[src/rtl/kernel_sysid_pkg.sv]
// ============================================================================
// Module      : kernel_sysid_pkg
// Description : Register offsets, CTRL bit positions and widths for kernel_sysid_ext.
// Revision    : 1.0 - initial release
// ============================================================================
`default_nettype none

package kernel_sysid_pkg;

   localparam int UPTIME_W = 64;

   typedef logic [2:0] reg_off_t;

   localparam reg_off_t OFF_ID      = 3'd0;
   localparam reg_off_t OFF_TS      = 3'd1;
   localparam reg_off_t OFF_SCRATCH = 3'd2;
   localparam reg_off_t OFF_UP_LO   = 3'd3;
   localparam reg_off_t OFF_UP_HI   = 3'd4;
   localparam reg_off_t OFF_CTRL    = 3'd5;

   localparam int CTRL_CLR  = 0;
   localparam int CTRL_WRAP = 1;

endpackage

`default_nettype wire

[src/rtl/kernel_sysid_uptime.sv]
// ============================================================================
// Module      : kernel_sysid_uptime
// Description : Prescaled 64-bit uptime counter with clear input and wrap pulse.
// Revision    : 1.0 - initial release
// ============================================================================
`default_nettype none

module kernel_sysid_uptime
   import kernel_sysid_pkg::*;
#(
   parameter int PRESCALE = 50
)(
   input  logic                clock,
   input  logic                reset_n,
   input  logic                clr,
   output logic [UPTIME_W-1:0] count,
   output logic                wrap
);

   localparam logic [15:0] PRE_MAX = 16'(PRESCALE - 1);

   logic [15:0]         pre_q, pre_d;
   logic [UPTIME_W-1:0] cnt_q, cnt_d;
   logic                tick;

   always_comb begin
      tick  = (pre_q == PRE_MAX);
      pre_d = pre_q + 16'd1;
      cnt_d = cnt_q;
      if (tick) begin
         pre_d = '0;
         cnt_d = cnt_q + UPTIME_W'(1);
      end
      // Clear dominates a coincident tick.
      if (clr) begin
         pre_d = '0;
         cnt_d = '0;
      end
   end

   assign wrap  = tick & ~clr & (&cnt_q);
   assign count = cnt_q;

   always_ff @(posedge clock or negedge reset_n) begin
      if (!reset_n) begin
         pre_q <= '0;
         cnt_q <= '0;
      end else begin
         pre_q <= pre_d;
         cnt_q <= cnt_d;
      end
   end

endmodule

`default_nettype wire

[src/rtl/kernel_sysid_ext.sv]
// ============================================================================
// Module      : kernel_sysid_ext
// Description : System-ID Avalon-MM slave with scratch register and, when
//               KERNEL_SYSID_UPTIME_EN is defined, a prescaled 64-bit uptime.
// Revision    : 1.0 - initial release
// ============================================================================
`default_nettype none

module kernel_sysid_ext
   import kernel_sysid_pkg::*;
#(
   parameter logic [31:0] ID_VALUE     = 32'h582B_96E3,
   parameter logic [31:0] TIMESTAMP    = 32'h0,
   parameter logic [31:0] SCRATCH_INIT = 32'h0,
   parameter int          PRESCALE     = 50,
   parameter int          DATA_W       = 32
)(
   input  logic              clock,
   input  logic              reset_n,
   input  logic [2:0]        address,
   input  logic              read,
   input  logic              write,
   input  logic [DATA_W-1:0] writedata,
   output logic [DATA_W-1:0] readdata,
   output logic              readdatavalid
);

   if (DATA_W != 32) begin : g_bad_data_w
      $error("kernel_sysid_ext: DATA_W must be 32");
   end

   if (PRESCALE < 1 || PRESCALE > 65535) begin : g_bad_prescale
      $error("kernel_sysid_ext: PRESCALE must be in 1..65535");
   end

   logic [DATA_W-1:0] rdata_q, rdata_d;
   logic              rvalid_q, rvalid_d;
   logic [DATA_W-1:0] scratch_q, scratch_d;
   logic [DATA_W-1:0] rd_word;

`ifdef KERNEL_SYSID_UPTIME_EN
   logic [UPTIME_W-1:0] uptime_cnt;
   logic                wrap_pulse;
   logic                ctrl_wr;
   logic                clr;
   logic [DATA_W-1:0]   shadow_q, shadow_d;
   logic                wrap_q, wrap_d;

   assign ctrl_wr = write && (address == OFF_CTRL);
   assign clr     = ctrl_wr && writedata[CTRL_CLR];

   kernel_sysid_uptime #(
      .PRESCALE (PRESCALE)
   ) u_uptime (
      .clock   (clock),
      .reset_n (reset_n),
      .clr     (clr),
      .count   (uptime_cnt),
      .wrap    (wrap_pulse)
   );
`endif

   always_comb begin
      rd_word = '0;
      case (address)
         OFF_ID:      rd_word = ID_VALUE;
         OFF_TS:      rd_word = TIMESTAMP;
         OFF_SCRATCH: rd_word = scratch_q;
`ifdef KERNEL_SYSID_UPTIME_EN
         OFF_UP_LO:   rd_word = uptime_cnt[31:0];
         OFF_UP_HI:   rd_word = shadow_q;
         OFF_CTRL:    rd_word[CTRL_WRAP] = wrap_q;
`endif
         default:     rd_word = '0;
      endcase

      rvalid_d  = read;
      rdata_d   = read ? rd_word : rdata_q;
      scratch_d = (write && (address == OFF_SCRATCH)) ? writedata : scratch_q;

`ifdef KERNEL_SYSID_UPTIME_EN
      // LO read latches the high word so a following HI read is coherent.
      shadow_d = (read && (address == OFF_UP_LO)) ? uptime_cnt[UPTIME_W-1:32] : shadow_q;
      if (wrap_pulse)
         wrap_d = 1'b1;
      else if (ctrl_wr && writedata[CTRL_WRAP])
         wrap_d = 1'b0;
      else
         wrap_d = wrap_q;
`endif
   end

   always_ff @(posedge clock or negedge reset_n) begin
      if (!reset_n) begin
         rdata_q   <= '0;
         rvalid_q  <= 1'b0;
         scratch_q <= SCRATCH_INIT;
      end else begin
         rdata_q   <= rdata_d;
         rvalid_q  <= rvalid_d;
         scratch_q <= scratch_d;
      end
   end

`ifdef KERNEL_SYSID_UPTIME_EN
   always_ff @(posedge clock or negedge reset_n) begin
      if (!reset_n) begin
         shadow_q <= '0;
         wrap_q   <= 1'b0;
      end else begin
         shadow_q <= shadow_d;
         wrap_q   <= wrap_d;
      end
   end
`endif

   assign readdata      = rdata_q;
   assign readdatavalid = rvalid_q;

endmodule

`default_nettype wire
[config.mk]
export PLATFORM = sky130hd
export DESIGN_NAME = kernel_sysid_ext
export DESIGN_NICKNAME = d
export VERILOG_FILES = /design/src/rtl/kernel_sysid_pkg.sv /design/src/rtl/kernel_sysid_uptime.sv /design/src/rtl/kernel_sysid_ext.sv
export SDC_FILE = /design/constraint.sdc
export NUM_CORES = 1
export LEC_CHECK = 0
export CAP_MARGIN = 10
export CORE_UTILIZATION = 41
export DETAILED_ROUTE_END_ITERATION = 6
export PLACE_DENSITY = 0.81
export SYNTH_ARGS = -nofsm -noshare
export SYNTH_HDL_FRONTEND = slang
export SYNTH_SLANG_ARGS = --single-unit
[constraint.sdc]
create_clock -name clock -period 1.3 [get_ports clock]
set_clock_uncertainty 0.15 [all_clocks]
set_input_delay 0.39 -clock clock [delete_from_list [all_inputs] [get_ports clock]]
set_output_delay 0.39 -clock clock [all_outputs]
set_load 0.02 [all_outputs]
Word-level counts from Yosys, hierarchy flattened

Index checks and enable logic that the tools add are counted.

Register bits after elaboration: 65
Input bits: 39
Word-level logic and storage cells: 7

Equal/unequal tests: 1
Multiplexer cells: 1
Reduce and logical (&&, ||, !) cells: 2

Operators by type and width:

| cell                                                            | count |
|---|---|
| 32-bit case mux with 2 select lines                             | 1 |
| 3-bit by 2-bit == test with 1-bit output, second input constant | 1 |
| 3-bit logical NOT                                               | 1 |
| 1-bit logical AND                                               | 1 |

Depth between registers and ports, before layout

Gate-level depths: netlist of the first run.

Depth after elaboration: 2
Gate-level depth with buffers: 5
Gate-level depth less buffers: 2

Worst setup path after synthesis of the first run

Ideal clock, no wire load.

Path type: input to register
Start point: in address[0]
End point: reg scratch_q[10]
Setup time: 0.125 ns
Arrival: 1.276 ns
Data required time: 1.025 ns
Slack: -0.251 ns
Stages: 4
Path buffers: 2
Path through: nor4bb_1 buf_4 buf_12 mux2_4

Word-level cells in the longest chain between the ends: 2

Ends and longest elaborated chain:

| what                                     | RTL line                | source |
|---|---|---|
| start, declared                          | kernel_sysid_ext.sv:20  | `input logic [2:0] address,` |
| 3-bit by 2-bit == test with 1-bit output | kernel_sysid_ext.sv:79  | `scratch_d = (write && (address == OFF_SCRATCH)) ? writedata : scratch_q;` |
| 1-bit logical AND                        | kernel_sysid_ext.sv:79  |  |
| end signal, assigned                     | kernel_sysid_ext.sv:101 | `scratch_q <= scratch_d;` |
| end, declared                            | kernel_sysid_ext.sv:38  | `logic [DATA_W-1:0] scratch_q, scratch_d;` |

No other way between the ends.
A chain may end at the register's enable or synchronous reset.

Final worst setup path of the first run

Start point: in address[2]
End point: reg scratch_q[13]

The elaborated chain is that of the path after synthesis.

==> summary.md, run 1 <==
| Metric | Value |
|---|---|
| Outcome | finished with violations |
| Failing checks | setup timing |
| Synth Area per Inst | 13.4 um^2 |
| Rows | 29 |
| Sequential share of power | between 40 and 50% |
| Die Height | 85.1 um |
| Max Cap Violations | 0 |
| Syn Nets | 250 |
| GRT Residual Overflow | 0 |
| Number of buffers added on ports | 71 |
| Synth Area in Compound Gates | under 10% |
| CTS Buf Count | 9 |
| Total number of vias | around 1,900 |
| DR WL/cell | about 16 um |
| H-tree depth | 3 |
| Yosys warning total | 0 |
| TritonCTS clock tree | built |
| Post-synthesis mux area share | 16.7% |
| Syn Inst Count | 211 |
| Most frequent cells in the layout | dfrtp_1 (65), buf_6 (38), mux2_4 (32), clkdlybuf4s50_1 (32) |
| Boundary pin count | 72 |
| Min Tclk post-route | 1.44 ns |
| Post-synthesis cell type count | 19 |
| Top cells by area, synth | dfrtp_1 (57%), mux2_4 (16%), a31o_2 (5.0%), nor2b_1 (3.5%), o22ai_1 (3.5%) |
| WS Path Type | input pin to flip-flop |
| Die footprint | 0.00724 mm^2 |
| Fillcell total | 505 |
| DRC violations left | 0 |
| Hold Vio Cnt, Final | 0 |
| Power share of the combinational group | 19.9% |
| Worst hold path type | input pin to flip-flop |
| GPL Wtd Cong | 0.726 |
| Sequential fraction of the synthesis area | 57.5% |
| Initial antenna violation count | 0 |
| XOR/XNOR Fraction of Synth Area | 0% |
| Critical Path RT | 1.36 ns |
| Global-route wire length before repair | approximately 10,000 um |
| CTS sink count | between 60 and 70 |
| Tightest hold margin | 0.259 ns |
| PwrDens | ~1300 mW/mm^2 |
| Root buf cell | clkbuf_8 |
| Routed WL | 6090 um |
| Starting density of the core | 43.6% |
| Cell area after layout | 0.00406 mm^2 |
| Placement Cell Area | roughly 0.0036 mm^2 |
| Clk pwr share | 34.0% |
| Area Growth Syn to Fin | 43.5% |
| Post-route ant nets | 0 |
| Clock-pin slew on the worst setup and hold paths | 0.07 ns |
| Post-synthesis simple-gate area fraction | 10.3% |
| Final Max Slew Viols | 0 |
| Switching Fraction | 24.4% |
| Netlist Area Pre-Place | 0.00283 mm^2 |
| Share of the synthesized area in the top cell type | 57.5% |
| Finished Core Util | ~63% |
| Synth Area in Adders | 0% |
| Startpoint Class | input pin |
| Final WS setup | -0.141 ns |
| Setup TNS | -5.69 ns |
| Worst slack, placed | -0.942 ns |
| Main combinational cell family by area after synthesis | multiplexers |
| Tightest Pin Transition | around 0.41 ns |
| Worst vdd ir | 0.689 mV |
| Antenna diodes | 0 |
| Die Width | 85.1 um |
| Share of cells above drive strength 1 | 41.1% |
| CP endpoint kind | flip-flop |
| RSZ-0062 raised after global routing | yes |
| Int Pwr | 4070 uW |
| Crit path max fanout | 5 |
| Max Freq | just under 0.7 GHz |
| Gr usage total | ~19% |
| Slew HR | 72.5% |
| Largest net degree at the start of global routing | 66 |
| DRT iter0 DRCs | between 50 and 60 |
| WP data arrival | 1.50 ns |
| Core Footprint | 0.00649 mm^2 |
| Vias per cell | 4.92 |
| #FFs+latches synth | 65 |
| Leading area contributor after synthesis | dfrtp_1 |
| # nets final | 336 |
| DRT Pass-1 Iters | 4 |
| Leakage | 0.00187 uW |
| Fin crit share | 111% |
| Vias in the first global route | between 1,500 and 2,000 |
| Commonest non-fill, non-tap cell in the layout | dfrtp_1 |
| P_sw | 1320 uW |
| Max Buffers Root-to-Sink | 2 |
| Post-DP HPWL | 3740 um |
| Final setup fails | 65 |
| Clk_lat worst skew | 0.33 ns |
==> critical path: stages <==
cell      delay [ns]
buf_8           0.10
nor4bb_4        0.28
buf_6           0.19
buf_12          0.13
buf_16          0.12
mux2_4          0.29
==> power by group through the flow <==
stage               Combinational [uW]  Sequential (uW)  Clock (uW)
finish                            1070             2480        1830
CTS                               1070             2480        1860
global placement                   977             2490           0
global route                      1150             2520        1970
detailed placement                1010             2500           0
floorplan                          557             2540           0
==> sequential cells by signal, indices dropped and copies added, names as in the netlist <==
signal and cells:
readdatavalid 1, readdata 32, scratch_q 32
==> path summary, 6_finish.rpt <==
kind / from / endpoint / slack [ns] / depth (start not counted)
max in group asynchronous: reset_n / readdata[19]$_DFFE_PN0P_ / 0.28 / 3
worst min-delay path: read / readdatavalid$_DFF_PN0_ / 0.26 / 2
min in group asynchronous: reset_n / readdata[21]$_DFFE_PN0P_ / 0.45 / 3
worst max-delay path: address[2] / scratch_q[13]$_DFFE_PN0P_ / -0.14 / 6
worst min register to register: scratch_q[17]$_DFFE_PN0P_ / scratch_q[17]$_DFFE_PN0P_ / 0.35 / 1
worst max register to register: scratch_q[10]$_DFFE_PN0P_ / readdata[10]$_DFFE_PN0P_ / 0.19 / 2
==> cell type report <==
cell class	count	area (um^2)	share of cell area [%]
Sequential cell	65	1630	40.0
Tap cell	77	96.3	2.37
Inverter	16	60.1	1.48
Multi-Input combinational cell	115	1050	25.8
Clock buffer	10	128	3.14
Clock inverter	6	82.6	2.03
Timing Repair Buffer	90	1020	25.1
==> routing by layer <==
| layer | up-vias | track usage (%) | part of all wire, % |
|---|---|---|---|
| met1 | 923 | 24.7 | 46 |
| li1 | 885 | - | - |
| met2 | 48 | 29.9 | 49 |
| met4 | 0 | 8.32 | 1.3 |
| met3 | 9 | 3.31 | 3.7 |
| met5 | - | 0 | 0 |
==> through the flow <==
stage,std cells,power (uW)
floorplan,211,3100
finish,379,5390
detailed placement,351,3510
global placement,351,3460
global route,379,5640
CTS,378,5420
==> synth_stat cells <==
master    instances
buf_8             1
buf_6             1
mux2_2            2
nor2_1            1
mux2_4           30
buf_4             1
o22ai_1          16
nand2b_1          8
nand2_1          16
inv_1            16
clkbuf_1          1
buf_12            3
nor4bb_1          1
a31o_2           16
or2b_1            8
dfrtp_1          65
nor2b_1          16
or3b_1            1
buf_2             8
==> repair_timing <==
action	in CTS	in global routing
endpoints found under the setup margin	97	73
gates resized for setup	234	7
pin swaps	1	0
cloned	4	0
setup buffers	7	5
endpoints found under the hold margin	65	0
hold buffers	1	0
==> cell families after synthesis <==
kind of cell,count (synthesis)
DFF,65
and+or+nand+nor,51
AOI/OAI and AO/OA,32
muxes,32
buffers and inverters,31
No activity file was read; power rests on OpenSTA's default activity.
==> run 2: changes to the inputs <==
--- a/config.mk
+++ b/config.mk
@@ -8,7 +8,9 @@
 export CAP_MARGIN = 10
 export CORE_UTILIZATION = 41
 export DETAILED_ROUTE_END_ITERATION = 6
+export HOLD_SLACK_MARGIN = 0.08
 export PLACE_DENSITY = 0.81
+export SLEW_MARGIN = 20
 export SYNTH_ARGS = -nofsm -noshare
 export SYNTH_HDL_FRONTEND = slang
 export SYNTH_SLANG_ARGS = --single-unit
==> results of run 2 <==
No change in the layout: final DEF, timing and power equal those of run 1.
